File: src/rtl/uart_tx_param.sv
// uart_tx_param -- parametrised UART transmitter.
//
// Serialises a DATA_BITS payload (LSB first) with an optional parity bit and
// one or two stop bits. An internal divider holds each bit for CLKS_PER_BIT
// clocks. A one-entry holding buffer lets the host hand over the next word
// while a frame is still on the line, so that frames can run back to back
// without an idle gap.
//
// Ports:
//   clk       system clock, rising edge
//   rst       synchronous active-high reset
//   tx_data   payload, sampled at the handshake
//   tx_mode   parity select, sampled at the handshake
//             (00 none, 01 even, 10 odd, 11 none)
//   tx_valid  tx_data/tx_mode valid
//   tx_ready  holding buffer empty; handshake = tx_valid & tx_ready at a clk edge
//   TxD       serial line, idle high, registered
//   busy      a frame is in progress
//   tx_done   one-cycle pulse in the last cycle of the final stop bit
module uart_tx_param #(
  parameter int DATA_BITS    = 8,
  parameter int CLKS_PER_BIT = 16,
  parameter int STOP_BITS    = 1
) (
  input  logic                 clk,
  input  logic                 rst,
  input  logic [DATA_BITS-1:0] tx_data,
  input  logic [1:0]           tx_mode,
  input  logic                 tx_valid,
  output logic                 tx_ready,
  output logic                 TxD,
  output logic                 busy,
  output logic                 tx_done
);

  localparam int DIV_W = (CLKS_PER_BIT > 1) ? $clog2(CLKS_PER_BIT) : 1;
  localparam int CNT_W = $clog2(DATA_BITS);

  localparam logic [DIV_W-1:0] DIV_LAST   = DIV_W'(CLKS_PER_BIT - 1);
  localparam logic [DIV_W-1:0] DIV_PENULT = DIV_W'(CLKS_PER_BIT - 2);
  localparam logic [CNT_W-1:0] DATA_LAST  = CNT_W'(DATA_BITS - 1);
  localparam logic [CNT_W-1:0] STOP_LAST  = CNT_W'(STOP_BITS - 1);

  typedef enum logic [2:0] {
    S_IDLE,
    S_START,
    S_DATA,
    S_PARITY,
    S_STOP
  } state_t;

  state_t               state_q;
  logic [DIV_W-1:0]     div_q;
  logic [CNT_W-1:0]     cnt_q;       // data bit index, reused as stop bit index
  logic [DATA_BITS-1:0] shift_q;
  logic                 par_en_q;
  logic                 par_bit_q;
  logic [DATA_BITS-1:0] buf_data_q;
  logic [1:0]           buf_mode_q;
  logic                 buf_full_q;
  logic                 txd_q;
  logic                 busy_q;
  logic                 done_q;
  logic                 ready_q;

  logic hs;
  logic bit_end;
  logic last_stop_bit;
  logic stop_end;
  logic in_par_en;
  logic in_par_bit;
  logic buf_par_en;
  logic buf_par_bit;

  assign hs            = tx_valid && ready_q && !rst;
  assign bit_end       = (div_q == DIV_LAST);
  assign last_stop_bit = (state_q == S_STOP) && (cnt_q == STOP_LAST);
  assign stop_end      = last_stop_bit && bit_end;

  // Parity is only enabled for modes 01/10. Odd parity is the even parity
  // inverted, and mode[1] is set exactly for odd.
  assign in_par_en   = tx_mode[0] ^ tx_mode[1];
  assign in_par_bit  = (^tx_data) ^ tx_mode[1];
  assign buf_par_en  = buf_mode_q[0] ^ buf_mode_q[1];
  assign buf_par_bit = (^buf_data_q) ^ buf_mode_q[1];

  always_ff @(posedge clk) begin
    if (rst) begin
      state_q    <= S_IDLE;
      div_q      <= '0;
      cnt_q      <= '0;
      shift_q    <= '0;
      par_en_q   <= 1'b0;
      par_bit_q  <= 1'b0;
      buf_data_q <= '0;
      buf_mode_q <= 2'b00;
      buf_full_q <= 1'b0;
      txd_q      <= 1'b1;
      busy_q     <= 1'b0;
      done_q     <= 1'b0;
      ready_q    <= 1'b1;
    end else begin
      // Registered pulse: raised one edge early so it is visible during the
      // last cycle of the final stop bit.
      done_q <= last_stop_bit && (div_q == DIV_PENULT);

      // A word offered while a frame is running parks in the buffer, except
      // on the frame's final edge where it is loaded straight into the shifter.
      if (hs && state_q != S_IDLE && !stop_end) begin
        buf_data_q <= tx_data;
        buf_mode_q <= tx_mode;
        buf_full_q <= 1'b1;
        ready_q    <= 1'b0;
      end

      case (state_q)
        S_IDLE: begin
          if (hs) begin
            shift_q   <= tx_data;
            par_en_q  <= in_par_en;
            par_bit_q <= in_par_bit;
            div_q     <= '0;
            state_q   <= S_START;
            txd_q     <= 1'b0;
            busy_q    <= 1'b1;
          end
        end

        S_START: begin
          if (bit_end) begin
            div_q   <= '0;
            cnt_q   <= '0;
            state_q <= S_DATA;
            txd_q   <= shift_q[0];
          end else begin
            div_q <= div_q + 1'b1;
          end
        end

        S_DATA: begin
          if (bit_end) begin
            div_q <= '0;
            if (cnt_q == DATA_LAST) begin
              cnt_q <= '0;
              if (par_en_q) begin
                state_q <= S_PARITY;
                txd_q   <= par_bit_q;
              end else begin
                state_q <= S_STOP;
                txd_q   <= 1'b1;
              end
            end else begin
              cnt_q   <= cnt_q + 1'b1;
              shift_q <= shift_q >> 1;
              txd_q   <= shift_q[1];
            end
          end else begin
            div_q <= div_q + 1'b1;
          end
        end

        S_PARITY: begin
          if (bit_end) begin
            div_q   <= '0;
            cnt_q   <= '0;
            state_q <= S_STOP;
            txd_q   <= 1'b1;
          end else begin
            div_q <= div_q + 1'b1;
          end
        end

        S_STOP: begin
          if (bit_end) begin
            div_q <= '0;
            if (cnt_q == STOP_LAST) begin
              cnt_q <= '0;
              if (buf_full_q) begin
                // Drain the buffer: next frame starts with no idle bit.
                shift_q    <= buf_data_q;
                par_en_q   <= buf_par_en;
                par_bit_q  <= buf_par_bit;
                buf_full_q <= 1'b0;
                ready_q    <= 1'b1;
                state_q    <= S_START;
                txd_q      <= 1'b0;
              end else if (hs) begin
                shift_q   <= tx_data;
                par_en_q  <= in_par_en;
                par_bit_q <= in_par_bit;
                state_q   <= S_START;
                txd_q     <= 1'b0;
              end else begin
                state_q <= S_IDLE;
                busy_q  <= 1'b0;
              end
            end else begin
              cnt_q <= cnt_q + 1'b1;
            end
          end else begin
            div_q <= div_q + 1'b1;
          end
        end

        default: begin
          state_q <= S_IDLE;
          txd_q   <= 1'b1;
          busy_q  <= 1'b0;
        end
      endcase
    end
  end

  assign tx_ready = ready_q;
  assign TxD      = txd_q;
  assign busy     = busy_q;
  assign tx_done  = done_q;

endmodule

File: config.mk
export PLATFORM = sky130hd
export DESIGN_NAME = uart_tx_param
export DESIGN_NICKNAME = d
export VERILOG_FILES = /design/src/rtl/uart_tx_param.sv
export SDC_FILE = /design/constraint.sdc
export NUM_CORES = 1
export LEC_CHECK = 0
export ABC_AREA = 1
export CORE_MARGIN = 8
export CORE_UTILIZATION = 45
export DETAILED_ROUTE_END_ITERATION = 8
export PLACE_DENSITY = 0.67
export SLEW_MARGIN = 30
export SYNTH_ARGS = -nofsm -noshare
export SYNTH_HDL_FRONTEND = slang
export SYNTH_SLANG_ARGS = --single-unit
File: constraint.sdc
create_clock -name clk -period 1.6 [get_ports clk]
set_clock_uncertainty 0.15 [all_clocks]
set_input_delay 0.24 -clock clk [delete_from_list [all_inputs] [get_ports clk]]
set_output_delay 0.24 -clock clk [all_outputs]
set_load 0.02 [all_outputs]
======== Word-level counts from Yosys, hierarchy flattened ========
Index checks and enable logic that the tools add are counted.
W data, S select, Z words.
storage, ports and cells
  register bits after elaboration ......... 35
  input port bits ......................... 13
  output and inout port bits .............. 4
  logic and storage cells ................. 129
cells by class
  add/sub/neg operators ................... 2
  equal/unequal tests ..................... 18
  mux-type cells .......................... 63
  bitwise logic cells ..................... 5
  reduce and logical (&&, ||, !) cells .... 28
operators by type and width
  kind                   count
  $mux W8                6
  $mux W3                13
  $mux W1                34
  $pmux W8 S3            1
  $ne A2 B2 Y1 const B   9
  $reduce_xor A8 Y1      2
  $pmux W3 S5            1
  $reduce_and A5 Y1      2
  $pmux W3 S3            1
  $reduce_bool A3 Y1     3
  $eq A4 B4 Y1 const B   2
  $mux W4                2
  $pmux W4 S2            1
  $logic_and A1 B1 Y1    7
  $reduce_and A7 Y1      1
  $eq A3 B2 Y1 const B   2
  $eq A3 B3 Y1 const B   2
  $logic_not A3 Y1       2
  $reduce_and A6 Y1      1
  $pmux W1 S5            1
  $add A4 B1 Y4 const B  1
  $ne A2 B1 Y1 const B   2
  $pmux W1 S2            2
  $reduce_and A4 Y1      1
  12 further kinds       17

======== Depth between registers and ports, before layout ========
Gate-level depths: netlist of run 1.
  depth after elaboration ................. 10
  gate-level depth with buffers ........... 12

======== Worst setup path before layout of run 1 ========
No wires, ideal clock.
  kind .................................... reg2reg
  start point ............................. reg div_q[0]
  end point ............................... reg buf_data_q[1]
  setup time .............................. 0.119 ns
  arrival ................................. 1.424 ns
  data required time ...................... 1.331 ns
  setup slack ............................. -0.093 ns
  stages on the path, launching flop included .. 13
  period minus slack after synthesis ...... 1.693 ns
  cells stage by stage .................... dfxtp_1 > ha_1 > nand2_1 > inv_1 > nand2_1 > inv_2 > nor2_1 > inv_1 > o21ai_2 > nand2_2 > buf_6 > o21ai_0 > a21oi_1
between the ends
  cells in the longest elaborated chain, start to end .. 4
RTL lines
  item                    RTL line  source
  start, declared         53        logic [DIV_W-1:0] div_q;
  start signal, assigned  136       div_q <= div_q + 1'b1;
  start signal, assigned  158       div_q <= div_q + 1'b1;
  start signal, assigned  169       div_q <= div_q + 1'b1;
  $eq A4 B4 Y1            76        assign bit_end = (div_q == DIV_LAST);
  $logic_and A1 B1 Y1     78        assign stop_end = last_stop_bit && bit_end;
  $logic_not A1 Y1        109       if (hs && state_q != S_IDLE && !stop_end) begin
  $logic_and A1 B1 Y1     109
  end signal, assigned    110       buf_data_q <= tx_data;
  end, declared           58        logic [DATA_BITS-1:0] buf_data_q;
Every way passes these cells.
A chain may end at the register's enable or synchronous reset.

======== Worst setup path after layout of run 1 ========
  start point ............................. reg state_q[0]
  end point ............................... reg shift_q[0]
between the ends
  cells in the longest elaborated chain, start to end .. 3
RTL lines
  item                                                         RTL line  source
  start, declared                                              52        state_t state_q;
  start signal, assigned                                       89        state_q <= S_IDLE;
  start signal, assigned                                       123       state_q <= S_START;
  start signal, assigned                                       133       state_q <= S_DATA;
  $eq A3 B2 Y1, or another cell as far along                   116       case (state_q)
  $ne A2 B2 Y1 (no source line), or another cell as far along  --
  $reduce_and A5 Y1 (no source line)                           --
  end signal, assigned                                         119       shift_q <= tx_data;
  end signal, assigned                                         154       shift_q <= shift_q >> 1;
  end signal, assigned                                         180       shift_q <= buf_data_q;
  end, declared                                                55        logic [DATA_BITS-1:0] shift_q;
Several ways; a longest one is shown, not always the timed one.

==> results.toml, run 1 <==
[detailed_routing]
drt-total-wl_um = 6270
drc_errors = 0
first_pass_iters = 4
ant_nets = 0
wl_per_cell_um = 13.1
vias = 2391
viasPerCell = 4.99
drt_iter0_markers = 187

[clock_tree]
htreeDepth = 2
cts_root_buffer = "clkbuf_8"
clock_latency_ps = 290
cts.path.max_buffers = 2
path_clk_slew_ps = 70
numCtsBuffers = 5
numClockSinks = 35
cts_tree = "built"

[pwr]
power_frac_comb_pct = 57.2
ir_worst_vdd_mv = 0.546
power_density_nw_per_um2 = 1380
p_sw_mw = 1.92
pwr-share-seq_pct = 27.1
clkPwrFrac_pct = 15.7
intPower_mw = 2.63
switching_share_pct = 42.2
power_mw = 4.55
p_leak_nw = 1.47

[synthesis]
ys_ff_latch = 35
yosysSeqAreaShare_pct = 31.5
synth_area_um2 = 2230
synth_area_per_cell_um2 = 6.73
synth_ff_type = "dfxtp_1"
ys_types = 36
synth_edf_count = 0
yosys_warnings = 0
synthCells = 331
async_flop_share_pct = 0
syn_nets = 349

[sta]
slew-limit-headroom_pct = 74.4
finalSetupViolCount = 22
worstMarginPinSlew_ps = 380
hold_viol = 0
hold-worst-slack_ps = 187
rsz0062_at_grt = "yes"
setup_ws_ps = -79.5
tns_ps = -860
finalMaxSlewViolations = 0
clock.fmax_mhz = 595
fin_crit_ps = 1680
period_share_pct = 105

[outcome]
violations = "negative setup slack"
status = "finished with violations"

[critical_path]
worstSetupPathType = "reg2reg"
cp.arrival_ps = 1740
worst_setup_path_end_kind = "flip-flop"
cp-start-kind = "flip-flop"
critPathMaxStageDelay_ps = 360
critical_path_required_ps = 1660
crit_buf_inv = 1
cp_slowest_cell = "dfxtp_4"
crit_family = "simple AND/OR/NAND/NOR gates"
crit_fanout = 8
crit_chain = "nor2_4, nand2_8, inv_6, nor2_8, o21ai_4, nor2_8, o21ai_4, nand2_1, a21oi_1"

[final_layout]
layout.nets = 429
fill_cells = 385
multi_input_area_um2 = 1520
postLayoutCoreUtil_pct = 69.6
diodes = 0
drive_gt1_share_pct = 35.9
seqCellArea_um2 = 714
syn2layout_area_growth_pct = 48.5

[grt]
grt_usage_pct = 17.5
grt_max_degree = 24
grt_pass1_wl_um = 10500
grt_pass1_vias = 2283
antenna_found_initial = 0
gr-total-overflow = 0

[die]
die_h_um = 86.4
initial_core_util_pct = 46.8
num_io_pins = 17
core_um2 = 4750
rows = 25
chipWidth_um = 86.4
dieArea_um2 = 7460

[flow_run]
max_cap_violations = 0

[placed_design]
pre_cts_slack_ps = -253
hpwl_um = 4400
gp_congestion = 0.835
io_buffers = 16

[worst_hold_path]
min_path_type = "in2reg"
==> area by class of cell <==
class	instances	area share [%]
clock buffer	8	3.03
inverter	49	6.09
multi-input combinational	240	45.8
sequential	35	21.6
tap	67	2.53
timing repair buffer	80	21.0
==> cells in the final DEF, fill, tap and decap left out, types with 2 or more instances in the layout <==
cell / count
buf_6: 6
nor2_1: 10
xnor2_1: 4
o221ai_1: 2
dfxtp_4: 2
clkbuf_8: 7
xor2_1: 4
o211ai_1: 3
nor2_8: 3
clkdlybuf4s50_1: 11
inv_4: 5
ha_4: 3
nand3_2: 3
o21ai_0: 8
buf_4: 56
a21oi_2: 5
nor2_4: 10
inv_1: 32
nor3_1: 6
o21ai_2: 9
nand3_1: 18
dfxtp_1: 28
nand2_1: 89
dlygate4sd2_1: 4
nand2_4: 3
dfxtp_2: 5
o21ai_1: 7
o21ai_4: 4
inv_2: 11
a21oi_1: 27
o22ai_1: 2
nand2_2: 6
==> worst min-delay path, delay by kind of cell <==
family	cells	cell delay [ps]
AOI/OAI and AO/OA	2	180
buffers and inverters	1	170
==> synth_stat cells, drive strengths merged (4+ instances only) <==
library cell | count | area share, %
inv | 49 | 8.5
dfxtp | 35 | 31
nor2 | 24 | 7.8
nand3 | 21 | 5.2
o21ai | 28 | 7.5
nor3 | 7 | 2.1
a21oi | 32 | 7.2
nand2 | 99 | 17
xnor2 | 4 | 1.6
ha | 5 | 2.8
buf | 4 | 1.2
xor2 | 4 | 1.6
==> final timing paths <==
check | from | end | slack [ps] | cells past startpoint
max | state_q[0] | shift_q[0] | -80 | 9
min | tx_data[0] | buf_data_q[0] | 190 | 3
max reg2reg | state_q[0] | shift_q[0] | -80 | 9
min reg2reg | shift_q[6] | shift_q[6] | 300 | 2
==> cell families after synthesis <==
kind of cell	synth area share, %
AOI/OAI and AO/OA	19.4
xor gates and xnor gates	3.15
adders and majority gates	2.81
buffers and inverters	10.2
DFF	31.5
and+or+nand+nor	33.0
==> power groups by stage <==
stage / clock, mW / combinational [mW] / sequential, mW
after floorplan: 0 / 1.33 / 1.25
after global placement: 0 / 2.09 / 1.22
after detailed placement: 0 / 2.11 / 1.23
after CTS: 0.745 / 2.34 / 1.22
after global routing: 0.767 / 2.86 / 1.26
final: 0.716 / 2.61 / 1.23
==> repair_timing <==
item                                    4_1_cts  5_1_grt
hold buffers                                  0        0
cloned                                        1        0
pin swaps                                    18       20
buffers inserted                              9        5
gates resized for setup                      47       41
endpoints found under the setup margin       32       34
==> registers in the layout, summed over array words and instances, names as in the netlist <==
register,count
shift_q,8
busy,1
par_bit_q,1
cnt_q,3
state_q,3
par_en_q,1
buf_full_q,1
div_q,4
buf_data_q,8
buf_mode_q,2
tx_done,1
TxD,1
tx_ready,1
==> routing by layer <==
metal  track usage, %  part of all wire, %
met5                0                    0
met4             6.10                  1.2
met3             3.02                  4.7
met2             28.8                   49
met1             22.2                   45
==> through the flow <==
step           cells  area, µm²
2_1_floorplan    331       2240
3_3_place_gp     456       2830
3_5_place_dp     456       2830
4_1_cts          474       3130
5_1_grt          479       3310
6_report         479       3310
No activity file was read; power rests on OpenSTA's default activity.
==> run 2: changes to the inputs <==
--- a/config.mk
+++ b/config.mk
@@ -7,10 +7,9 @@
 export LEC_CHECK = 0
 export ABC_AREA = 1
 export CORE_MARGIN = 8
-export CORE_UTILIZATION = 45
+export CORE_UTILIZATION = 40
 export DETAILED_ROUTE_END_ITERATION = 8
-export PLACE_DENSITY = 0.67
-export SLEW_MARGIN = 30
 export SYNTH_ARGS = -nofsm -noshare
 export SYNTH_HDL_FRONTEND = slang
 export SYNTH_SLANG_ARGS = --single-unit
+export TNS_END_PERCENT = 30
==> results.toml, run 2 (synthesized netlist as in run 1, its figures left out) <==
[sta]
rsz0062_at_grt = "yes"
finalMaxSlewViolations = 0
hold_viol = 0
worstMarginPinSlew_ps = 336
setup_ws_ps = -80.0
clock.fmax_mhz = 595
finalSetupViolCount = 21
slew-limit-headroom_pct = 77.4
period_share_pct = 105
fin_crit_ps = 1680

[pwr]
clkPwrFrac_pct = 17.0
pwr-share-seq_pct = 25.8
power_mw = 4.76
power_frac_comb_pct = 57.2
p_sw_mw = 1.99
power_density_nw_per_um2 = 1420
switching_share_pct = 41.9
p_leak_nw = 1.48
ir_worst_vdd_mv = 0.798
intPower_mw = 2.77

[grt]
grt_usage_pct = 14.9
grt_pass1_vias = 2257
grt_pass1_wl_um = 10200
grt_max_degree = 24
antenna_found_initial = 0
gr-total-overflow = 0

[die]
dieArea_um2 = 8210
die_h_um = 90.6
core_um2 = 5440
num_io_pins = 17
rows = 27
chipWidth_um = 90.6
initial_core_util_pct = 40.9

[outcome]
status = "finished with violations"
violations = "negative setup slack"

[final_layout]
drive_gt1_share_pct = 35.0
syn2layout_area_growth_pct = 50.1
layout.nets = 428
layout_commonest_cell = "nand2_1"
reg.largest.list = "buf_data_q x8, shift_q x8, div_q x4"
design_area_um2 = 3340
diodes = 0
final_cells = 483
postLayoutCoreUtil_pct = 61.5
fill_cells = 468
layout_common_cells = "90 x nand2_1, 52 x buf_4, 33 x inv_1, 28 x dfxtp_1, 26 x a21oi_1"

[flow_run]
max_cap_violations = 0

[detailed_routing]
drt_iter0_markers = 152
first_pass_iters = 4
ant_nets = 0
viasPerCell = 4.89
vias = 2361
drc_errors = 0
drt-total-wl_um = 6340
wl_per_cell_um = 13.1

[clock_tree]
numCtsBuffers = 5
cts_tree = "built"
cts.path.max_buffers = 2
path_clk_slew_ps = 80
clock_latency_ps = 290
numClockSinks = 35
cts_root_buffer = "clkbuf_8"
htreeDepth = 2
cts_hold_buffers = 0

[placed_design]
hpwl_um = 4320
gp_congestion = 0.838
dp_cells = 460
io_buffers = 16
placed_area_um2 = 2820

[critical_path]
crit_fanout = 8
worst_setup_path_end_kind = "flip-flop"
cp.arrival_ps = 1760
critical_path_required_ps = 1680
cp-start-kind = "flip-flop"
regToRegSetupSlack_ps = -80
worstSetupPathType = "reg2reg"

[worst_hold_path]
min_path_type = "in2reg"
run 2: stage by stage:
step	hold slack, ps	setup slack (ps)	TNS [ps]
floorplan	161	-16.8	-112
global placement	302	-253	-3750
detailed placement	306	-234	-4370
CTS	306	-61.8	-694
global route	183	-166	-3180
finish	164	-80.0	-818
run 2: critical path, cell delays in order (launching register included):
cell and delay (ps):
dfxtp_4 370, nor2_4 200, nand2_8 130, inv_8 90
nor2_8 40, o21ai_4 190, nor2_8 80, o21ai_4 110
nand2_1 120, a21oi_2 140
run 2: layout make-up:
type	count	area (µm²)	area share [%]
clock buffers	5	68.8	2.06
clock inverters	3	43.8	1.31
inverters	49	201	6.03
multi-input cells	240	1520	45.5
flip-flops and latches	35	714	21.4
well taps	72	90.1	2.69
repair buffers	79	703	21.0
run 2: power by group through the flow:
stage	Combinational (mW)	Sequential, mW	Clock (mW)
6_report	2.72	1.23	0.810
5_1_grt	2.97	1.26	0.879
4_1_cts	2.36	1.22	0.829
3_5_place_dp	2.16	1.22	0
3_3_place_gp	2.14	1.22	0
2_1_floorplan	1.33	1.24	0
run 2: final timing paths:
kind,cells past startpoint,end,startpoint
worst max-delay path,9,shift_q[0],state_q[1]
worst min-delay path,3,buf_data_q[3],tx_data[3]
worst max register to register,9,shift_q[0],state_q[1]
worst min register to register,2,shift_q[6],shift_q[6]
run 2: metal layers:
metal	share of wire (%)	track usage, %	vias to the layer above
li1	-	-	1237
met1	47	18.5	1080
met2	49	24.8	36
met3	3.0	3.16	8
met4	1.4	5.13	0
met5	0	0	-
run 2: repair_timing:
item | 4_1_cts | 5_1_grt
cloned | 0 | 1
gates resized for setup | 50 | 37
pin swaps | 16 | 14
setup endpoints to repair | 33 | 31
buffers inserted | 9 | 6
==> run 3: changes to the inputs <==
--- a/config.mk
+++ b/config.mk
@@ -7,8 +7,9 @@
 export LEC_CHECK = 0
 export ABC_AREA = 1
 export CORE_MARGIN = 8
-export CORE_UTILIZATION = 40
+export CORE_UTILIZATION = 53
 export DETAILED_ROUTE_END_ITERATION = 8
+export PLACE_DENSITY_LB_ADDON = 0.08
 export SYNTH_ARGS = -nofsm -noshare
 export SYNTH_HDL_FRONTEND = slang
 export SYNTH_SLANG_ARGS = --single-unit
==> results.toml, run 3 (synthesized netlist as in run 1, its figures left out) <==
[clock_tree]
cts_hold_buffers = 0
htreeDepth = 2
cts_root_buffer = "clkbuf_8"
numCtsBuffers = 5
numClockSinks = 35
cts_tree = "built"
cts.path.max_buffers = 2
clock_latency_ps = 290
path_clk_slew_ps = 80

[die]
die_h_um = 80.8
core_um2 = 4030
num_io_pins = 17
chipWidth_um = 80.8
rows = 23
dieArea_um2 = 6530
initial_core_util_pct = 55.3

[pwr]
p_leak_nw = 1.47
ir_worst_vdd_mv = 0.683
power_density_nw_per_um2 = 1380
power_mw = 4.49

[outcome]
violations = "negative setup slack"
status = "finished with violations"

[final_layout]
layout_commonest_cell = "nand2_1"
diodes = 0
fill_cells = 268
drive_gt1_share_pct = 37.7
reg.largest.list = "buf_data_q x8, shift_q x8, div_q x4"
seqCellArea_um2 = 714
layout.nets = 432
multi_input_area_um2 = 1500
syn2layout_area_growth_pct = 46.0
layout_common_cells = "85 x nand2_1, 62 x buf_4, 31 x inv_1, 28 x dfxtp_1, 24 x a21oi_1"

[placed_design]
gp_congestion = 0.882
io_buffers = 16
hpwl_um = 4290

[sta]
rsz0062_at_grt = "yes"
finalSetupViolCount = 26
worstMarginPinSlew_ps = 333
hold-worst-slack_ps = 305
setup_ws_ps = -155
finalMaxSlewViolations = 0
tns_ps = -2370
period_share_pct = 110
hold_viol = 0
fin_crit_ps = 1750
slew-limit-headroom_pct = 77.6
clock.fmax_mhz = 570

[critical_path]
cp_slowest_cell = "dfxtp_4"
critical_path_required_ps = 1670
worstSetupPathType = "reg2reg"
crit_path_frequent_cell = "nor2_4"
worst-path-stages = 7
crit_buf_inv = 0
cp.arrival_ps = 1830
rr_worst_depth = 7
crit_family = "simple AND/OR/NAND/NOR gates"
critPathMaxStageDelay_ps = 370
worst_setup_path_end_kind = "flip-flop"
crit_chain = "nor2_4, nand2_8, nor2_4, nor2_4, o21ai_4, nand2_1, a21oi_1"
crit_fanout = 9
cp-start-kind = "flip-flop"

[detailed_routing]
drc_errors = 0
vias = 2500
wl_per_cell_um = 14.8
drt_iter0_markers = 221
drt-total-wl_um = 6870
ant_nets = 0
viasPerCell = 5.39
first_pass_iters = 4

[grt]
grt_max_degree = 24
antenna_found_initial = 0
gr-total-overflow = 0
grt_usage_pct = 19.5
grt_pass1_vias = 2190
grt_pass1_wl_um = 10300

[worst_hold_path]
min_path_type = "reg2reg"
hold-path-cell-count = 2

[flow_run]
max_cap_violations = 0
-- run 3: cell types whose count changed in the layout (fill, tap and decap cells not counted), moves of 2 or more --
cell / delta
inv_1: -2
nand2_2: +6
a21oi_1: -2
a21oi_2: +2
buf_4: +10
o21ai_4: -3
buf_6: -5
o21ai_2: +4
nand2_1: -5
-- run 3: area by class of cell --
class / instances / share of cell area (%)
Tap cell: 50 / 1.92
Clock buffer: 6 / 2.54
Sequential cell: 35 / 22.0
Multi-Input combinational cell: 241 / 46.3
Timing Repair Buffer: 82 / 20.9
Clock inverter: 1 / 0.154
Inverter: 49 / 6.27
-- run 3: tightest hold or removal path: cells and delay by family, from the launching register on --
| family | cells | cell delay (ps) |
|---|---|---|
| AOI/OAI and AO/OA | 1 | 50 |
| and+or+nand+nor | 1 | 50 |
| DFF | 1 | 310 |
-- run 3: path summary, 6_finish.rpt --
check                   from          to  slack [ps]
hold / removal    shift_q[4]  shift_q[4]         310
hold reg to reg   shift_q[4]  shift_q[4]         310
setup / recovery  state_q[1]  shift_q[2]        -150
setup reg to reg  state_q[1]  shift_q[2]        -150
-- run 3: power by group --
group / total, mW / internal (mW) / leakage (nW) / switching, mW
Sequential: 1.24 / 1.07 / 0.289 / 0.177
Combinational: 2.58 / 1.12 / 1.13 / 1.46
Clock: 0.665 / 0.338 / 0.0470 / 0.327
Total: 4.49 / 2.52 / 1.47 / 1.97
-- run 3: repair_timing --
| action | in CTS | in global routing |
|---|---|---|
| cloned | 1 | 0 |
| gates resized for setup | 36 | 48 |
| endpoints found under the setup margin | 33 | 35 |
| pin swaps | 16 | 23 |
| setup buffers | 8 | 5 |
-- run 3: layer usage --
layer  vias up  track usage, %  part of all wire, %
met4         0            5.36                  3.4
met1      1135            25.2                   42
met5         -               0                    0
li1       1245               -                    -
met2        94            32.2                   47
met3        26            3.86                  6.8
-- run 3: stage by stage --
step                util (%)  cells  setup WS [ps]  instance area [µm²]
detailed placement      70.0    443           -191                 2820
global route            80.7    464           -215                 3250
floorplan                  -    331          -16.8                 2240
global placement        70.0    443           -168                 2820
finish                  80.7    464           -155                 3250
CTS                     76.6    459          -83.5                 3090
